## config.mk

```make
export PLATFORM = sky130hd
export DESIGN_NAME = btn_irq_ctrl
export DESIGN_NICKNAME = d
export VERILOG_FILES = /design/src/rtl/btn_irq_ctrl.sv
export SDC_FILE = /design/constraint.sdc
export NUM_CORES = 1
export LEC_CHECK = 0
export CAP_MARGIN = 5
export CORE_MARGIN = 4
export CORE_UTILIZATION = 37
export DETAILED_ROUTE_END_ITERATION = 10
export SYNTH_ARGS = -nofsm -noshare
export SYNTH_HDL_FRONTEND = slang
export SYNTH_SLANG_ARGS = --single-unit
```

## constraint.sdc

```tcl
create_clock -name clk_i -period 1.9 [get_ports clk_i]
set_input_delay 0.38 -clock clk_i [delete_from_list [all_inputs] [get_ports clk_i]]
set_output_delay 0.38 -clock clk_i [all_outputs]
set_load 0.02 [all_outputs]
```

## src/rtl/btn_irq_ctrl.sv

```systemverilog
// ---------------------------------------------------------------------------
// btn_irq_ctrl -- button interrupt controller.
//
// Each of the four push-buttons is synchronized, debounced and turned into a
// latched pending event on its debounced rising edge. Pending events are
// gated by a software mask, arbitrated by fixed priority (lowest index wins)
// and presented one at a time to the CPU via a req/ack handshake.
//
// Ports:
//   clk_i        system clock
//   rst_i        synchronous, active-high reset
//   btn_i[3:0]   raw button levels (async): 0=BTNL 1=BTNU 2=BTNR 3=BTND
//   cfg_we_i     mask write strobe
//   cfg_wdata_i  new mask value (1 = channel enabled)
//   irq_ack_i    CPU acknowledge of the current request
//   irq_req_o    interrupt request
//   irq_code_o   channel index of the current request
//   pend_o       pending bits (independent of the mask)
//   mask_o       current mask
//   btn_db_o     debounced button levels
// ---------------------------------------------------------------------------

// Per-channel lane: 2-flop synchronizer, debouncer and pending latch.
//   btn_i  raw level, clr_i clears pending (from the ack),
//   db_o   debounced level, pend_o pending flag.
module btn_irq_lane #(
    parameter int unsigned DEBOUNCE_CYCLES = 1000000
) (
    input  logic clk_i,
    input  logic rst_i,
    input  logic btn_i,
    input  logic clr_i,
    output logic db_o,
    output logic pend_o
);
    localparam int unsigned   CW      = $clog2(DEBOUNCE_CYCLES);
    localparam logic [CW-1:0] CNT_MAX = CW'(DEBOUNCE_CYCLES - 1);

    logic          s1_q, s2_q;
    logic          db_q, db_d;
    logic          pend_q, pend_d;
    logic [CW-1:0] cnt_q, cnt_d;
    logic          rise;

    // Counter only runs while the synchronized level disagrees with the
    // debounced one; any agreement restarts the stability window.
    always_comb begin
        cnt_d = '0;
        db_d  = db_q;
        if (s2_q != db_q) begin
            if (cnt_q == CNT_MAX) db_d  = s2_q;
            else                  cnt_d = cnt_q + 1'b1;
        end
    end

    // Pending sets on the same edge the debounced level rises, and a set
    // beats a simultaneous clear from the ack.
    assign rise   = db_d & ~db_q;
    assign pend_d = rise | (pend_q & ~clr_i);

    always_ff @(posedge clk_i) begin
        if (rst_i) begin
            s1_q   <= 1'b0;
            s2_q   <= 1'b0;
            db_q   <= 1'b0;
            cnt_q  <= '0;
            pend_q <= 1'b0;
        end else begin
            s1_q   <= btn_i;
            s2_q   <= s1_q;
            db_q   <= db_d;
            cnt_q  <= cnt_d;
            pend_q <= pend_d;
        end
    end

    assign db_o   = db_q;
    assign pend_o = pend_q;
endmodule

module btn_irq_ctrl #(
    parameter int unsigned DEBOUNCE_CYCLES = 1000000,
    parameter logic [3:0]  MASK_RST        = 4'hF
) (
    input  logic       clk_i,
    input  logic       rst_i,
    input  logic [3:0] btn_i,
    input  logic       cfg_we_i,
    input  logic [3:0] cfg_wdata_i,
    input  logic       irq_ack_i,
    output logic       irq_req_o,
    output logic [1:0] irq_code_o,
    output logic [3:0] pend_o,
    output logic [3:0] mask_o,
    output logic [3:0] btn_db_o
);
    localparam int NUM_LANES = 4;

    typedef enum logic {S_IDLE, S_REQ} state_e;

    state_e                 state_q, state_d;
    logic [1:0]             code_q, code_d;
    logic [NUM_LANES-1:0]   mask_q, mask_d;
    logic [NUM_LANES-1:0]   pend, db, clr, elig;
    logic [1:0]             win;

    for (genvar g = 0; g < NUM_LANES; g++) begin : g_lane
        btn_irq_lane #(.DEBOUNCE_CYCLES(DEBOUNCE_CYCLES)) u_lane (
            .clk_i  (clk_i),
            .rst_i  (rst_i),
            .btn_i  (btn_i[g]),
            .clr_i  (clr[g]),
            .db_o   (db[g]),
            .pend_o (pend[g])
        );
    end

    assign elig   = pend & mask_q;
    assign mask_d = cfg_we_i ? cfg_wdata_i : mask_q;

    // Fixed priority: scan high to low so the lowest eligible index wins.
    always_comb begin
        win = '0;
        for (int i = NUM_LANES - 1; i >= 0; i--)
            if (elig[i]) win = 2'(i);
    end

    // Once in REQ the request is held regardless of mask or newer events;
    // only the ack releases it.
    always_comb begin
        state_d = state_q;
        code_d  = code_q;
        clr     = '0;
        case (state_q)
            S_IDLE: begin
                if (|elig) begin
                    code_d  = win;
                    state_d = S_REQ;
                end
            end
            S_REQ: begin
                if (irq_ack_i) begin
                    clr[code_q] = 1'b1;
                    state_d     = S_IDLE;
                end
            end
            default: state_d = S_IDLE;
        endcase
    end

    always_ff @(posedge clk_i) begin
        if (rst_i) begin
            state_q <= S_IDLE;
            code_q  <= '0;
            mask_q  <= MASK_RST;
        end else begin
            state_q <= state_d;
            code_q  <= code_d;
            mask_q  <= mask_d;
        end
    end

    assign irq_req_o  = (state_q == S_REQ);
    assign irq_code_o = code_q;
    assign pend_o     = pend;
    assign mask_o     = mask_q;
    assign btn_db_o   = db;
endmodule

```

# Yosys cells after proc, flatten, opt, wreduce, memory -nomap -nowiden
# Index checks and enable logic that the tools add are counted.
[word_totals]
ff_bits = 103
input_bits = 12
[op_classes]
n_reduce_logical = 7
muxes = 19
add_sub_neg = 4
n_eq_ne = 8
n_lt_le_gt_ge = 2
bitwise_logic = 26
[ops]
columns = ["operator", "count"]
rows = [
  ["$add A20 B1 Y20 const B", 4],
  ["$eq A20 B20 Y1 const B", 4],
  ["$not A1 Y1", 13],
  ["$reduce_or A3 Y1", 4],
  ["$mux W1", 11],
  ["$and A1 B1 Y1", 8],
  ["$mux W2", 4],
  ["$mux W4", 2],
  ["$and A4 B4 Y4", 1],
  ["$ne A1 B1 Y1", 4],
  ["$or A1 B1 Y1", 4],
  ["$reduce_or A4 Y1", 1],
  ["$lt A2 B3 Y1 const B", 1],
  ["$demux W1 S2", 1],
  ["$ge A2 B1 Y1 const B", 1],
  ["$pmux W1 S2", 1],
  ["$reduce_and A2 Y1", 1],
  ["$logic_and A1 B1 Y1", 1],
]

# Depth between registers and ports, before layout
[depth]
ltp_word = 9
depth_mapped = 7

# Modules after synthesis
# A second synthesis with hierarchy kept.
[unflattened]
cells_unflattened = 511
area_unflattened_um2 = 4568.1
[modules_own_cells]
columns = ["module", "cells_each", "instances", "area_per_inst_um2", "seq_area_each_um2"]
rows = [
  ["btn_irq_lane", 118, 4, 1057.3, 480.5],
  ["btn_irq_ctrl", 39, 1, 339.1, 140.1],
]

# Worst setup path after synthesis
# Ideal clock, no wire load.
[synth_timing]
path_type = "flip-flop to flip-flop"
from = "reg g_lane[1].u_lane.cnt_q[0]"
to = "reg g_lane[1].u_lane.cnt_q[18]"
slack_ns = -0.011
synth_period_minus_slack_ns = 1.911
n_path_buf = 0
stages_incl_launch_ff = 6
t_arrival_ns = 1.841
cell_sequence = "dfxtp_1 ha_1 nand2_1 or4_1 or4_1 a21oi_1"
[synth_via]
elab_chain_len = 2
word_cells_on_any_way = 3
classes_between = "1 x add/sub; 1 x eq/ne; 1 x reduce/logical"
[synth_rtl]
columns = ["item", "line_no", "rtl"]
rows = [
  ["start, declared", "42", "logic [CW-1:0] cnt_q, cnt_d;"],
  ["start signal, assigned", "72", "cnt_q <= cnt_d;"],
  ["parallel branches: the longest is 2 deep, another holds $add A20 B1 Y20", "-", ""],
]
# Parallel ways; which one is timed is not known.
# A chain may end at the register's enable or synchronous reset.

# Worst setup path after layout
[layout_timing]
from = "reg g_lane[2].u_lane.cnt_q[12]"
to = "reg g_lane[2].u_lane.cnt_q[12]"
[layout_via]
elab_chain_len = 2
word_cells_on_any_way = 3
classes_between = "1 x add/sub; 1 x eq/ne; 1 x reduce/logical"
[layout_rtl]
columns = ["item", "line_no"]
rows = [
  ["start, declared", "42"],
  ["start signal, assigned", "72"],
  ["parallel branches: the longest is 2 deep, another holds $add A20 B1 Y20", "-"],
]
# Parallel ways; which one is timed is not known.

==> reports/summary.txt <==
Worst EP required -> 2130 ps
Via density -> 5.105
Hold_buf cts -> 0
Vias post-DR -> 3,727
Final min period -> 1889 ps
Post-synth top area share -> 45.66%
Top cell type by total area after synthesis -> dfxtp_1
Global-route wire length before repair -> 16.06 mm
Root buf cell -> clkbuf_16
Post-CTS setup buffer count -> 0
YS warnings -> 0
Pwr Density -> 747.1 nW/um^2
Placement-stage cell area -> 5207 sq um
Most common library cells after synthesis -> dfxtp_1 (103), nor2_1 (62), a21oi_1 (38)
Arr. time, crit path -> 2120 ps
Flops & latches, synth -> 103
Total Power -> 4184 uW
Initial antenna violation count -> 0
Sequential element share of the synthesized area -> 45.66%
Chip width -> 118.5 um
Final setup violation count -> 0
Slew margin rel. -> 76.26%
Drt pass-1 iters -> 4
Initial Util -> 37.75%
Status -> finished clean
Final HPWL DP -> 6.667 mm
Die area -> 14,040 sq um
Remaining DRCs -> 0
Clock sinks -> 103
H-tree levels -> 3
Layout area overhead -> 24.02%
GPL Wtd Cong -> 0.8222
Async SR Flop Fraction -> 0%
Worst ir drop on vdd -> 0.5353 mV
Mapped Cells -> 521
Leakage -> 0.001740 uW
Hold path endpoint -> g_lane[1].u_lane.s2_q
Finished Cell Area -> 5600 sq um
Endpoints failing hold -> 0
Non-filler cells, final -> 730
Vias in the first global route -> 3,616
Critical path launch point type -> register
Tot GR Track Use -> 13.57%
Die height -> 118.5 um
Ports -> 27
Num CTS Buffers -> 9
Row count -> 40
Clock Skew -> 6.349 ps
Max Freq -> 529.3 MHz
Slew @ Worst Pin -> 351.3 ps
Largest net degree at the start of global routing -> 28
Later-pin clock latency in the skew report -> 340 ps
CTS max path bufs -> 2
Core area -> 11,960 sq um
Comb power frac -> 2.7%
Hold_sp -> g_lane[1].u_lane.s1_q
Mapped cell area -> 4516 sq um
Hold Path Class -> reg -> reg
Post-synth EDFFs -> 0
Reg2reg setup slack -> 10 ps
DRT iter0 DRCs -> 231
Critical R2R Capture -> g_lane[2].u_lane.cnt_q[12]
Total of max-cap violations -> 0
TritonCTS clock tree -> done
Clock power frac -> 45.1%
Placed Instances -> 714
Antenna Cells -> 0
Final Hold Slack -> 439.3 ps
Worst setup EP type -> register
Synth top area cells -> dfxtp_1 (46%), xnor2_1 (6.2%), nor2_1 (5.2%)
Multi-input gate area -> 2316 sq um
RSZ-0062 raised after global routing -> true
Psw -> 858.4 uW
Sequential Power Share -> 52.2%
Pint -> 3326 uW
Reg2reg path depth -> 5
Wire per inst -> 12.75 um
WS Path Type -> reg -> reg
Share of cells above drive strength 1 -> 15.95%
Reg-to-reg startpoint -> g_lane[2].u_lane.cnt_q[12]
Netlist cell types -> 43
Congestion Overflow GR -> 0
Synth Flop Type -> dfxtp_1
WL final -> 9.310 mm
Crit Path Max Fanout -> 4
Register area -> 2068 sq um
Hold path depth -> 1
Slew Viols, Final -> 0
Antenna viol nets, final -> 0
Top-count cell post-synth -> dfxtp_1
Filler instances -> 1,117
Switching share of total power -> 20.52%
Synth Net Count -> 537
Layout Nets -> 595
Clock transition at the registers of the reported paths -> 70 ps
Port buffer count -> 26
Tcrit/Tclk final -> 99.43%
Syn Area/Cell -> 8.667 sq um
routing by layer:
metal | track usage [%] | wire length [um] | part of all wire [%]
met4 | 3.693 | 108 | 1.2
met5 | 0 | 0 | 0
met1 | 16.83 | 4450 | 48
met2 | 23.29 | 4384 | 47
met3 | 3.589 | 366 | 3.9
what timing repair did:
action | in CTS | in global routing
setup endpoints to repair | 22 | 57
pin swaps | 0 | 3
gates cloned | 1 | 0
gates resized for setup | 9 | 14
worst max-delay path by stage:
stage                                          start                          to  slack (ps)  depth (start not counted)
after floorplan            g_lane[3].u_lane.cnt_q[0]  g_lane[3].u_lane.cnt_q[18]           6                          6
after global placement    g_lane[2].u_lane.cnt_q[12]   g_lane[2].u_lane.cnt_q[3]           7                          5
after detailed placement  g_lane[2].u_lane.cnt_q[12]   g_lane[2].u_lane.cnt_q[5]         -30                          5
after CTS                  g_lane[2].u_lane.cnt_q[4]  g_lane[2].u_lane.cnt_q[17]           8                          4
after global routing      g_lane[2].u_lane.cnt_q[12]   g_lane[2].u_lane.cnt_q[5]         -60                          5
final                     g_lane[2].u_lane.cnt_q[12]  g_lane[2].u_lane.cnt_q[12]          10                          5
cell usage in the layout, fill, tap and decap left out, types with 3 or more instances in the layout:
master | synthesis | routed
dfxtp_1 | 103 | 98
nor2_1 | 62 | 62
buf_4 | 8 | 44
a21oi_1 | 38 | 37
nand3_1 | 35 | 35
xnor2_1 | 32 | 32
clkdlybuf4s50_1 | 0 | 26
nand2_1 | 23 | 23
o21ai_0 | 24 | 22
inv_1 | 21 | 21
or3_1 | 17 | 17
xor2_1 | 16 | 16
or4_1 | 24 | 15
o31ai_1 | 13 | 12
nor3_1 | 12 | 12
nor2b_1 | 12 | 12
nand4_1 | 10 | 10
or4_4 | 0 | 9
clkbuf_16 | 0 | 9
and3_1 | 6 | 6
nor4_1 | 7 | 6
nand4b_1 | 5 | 5
a211o_1 | 5 | 5
dfxtp_2 | 0 | 5
and2_1 | 3 | 3
ha_2 | 0 | 3
power by group through the flow:
| stage | clock [uW] | combinational (uW) | sequential, uW |
|---|---|---|---|
| final | 1890 | 112 | 2190 |
| after global routing | 2020 | 123 | 2190 |
| after CTS | 1950 | 113 | 2190 |
| after detailed placement | 0 | 110 | 2240 |
| after global placement | 0 | 109 | 2240 |
| after floorplan | 0 | 40.1 | 2240 |
area by class of cell:
class	count	area share, %
clock buffer	11	4.513
inverter	21	1.408
multi-input combinational	370	41.35
clock inverter	4	0.9607
timing repair buffer	74	11.55
sequential	103	36.93
tap	147	3.284
sequential cells by signal, indices dropped and copies added, names as in the netlist:
register / count
g_lane.u_lane.cnt_q: 80
g_lane.u_lane.db_o: 4
g_lane.u_lane.pend_o: 4
g_lane.u_lane.s1_q: 4
g_lane.u_lane.s2_q: 4
mask_o: 4
irq_code_o: 2
irq_req_o: 1
cell families (layout without fill, tap and decap cells):
kind of cell / Yosys count / count (layout) / synth area share [%]
fa+ha+maj: 4 / 4 / 1.108
compound gates: 86 / 86 / 11.06
xor+xnor: 48 / 48 / 9.310
flops: 103 / 103 / 45.66
buf+inv: 48 / 110 / 4.821
simple gates: 232 / 232 / 28.04
critical path, stage by stage (launching register included):
cell,delay (ps)
dfxtp_1,310
or4_4,530
or4_4,550
o21ai_4,170
buf_2,180
a21oi_1,50
metrics by stage:
| step | setup slack (ps) | setup TNS, ps | util, % |
|---|---|---|---|
| after global routing | -56.01 | -785.9 | 46.82 |
| final | 10.82 | 0 | 46.82 |
| after CTS | 7.832 | 0 | 46.42 |
| after floorplan | 5.858 | 0 | - |
| after global placement | 6.775 | 0 | 43.54 |
| after detailed placement | -29.57 | -288.5 | 43.54 |
(Power assumes the default switching activity.)
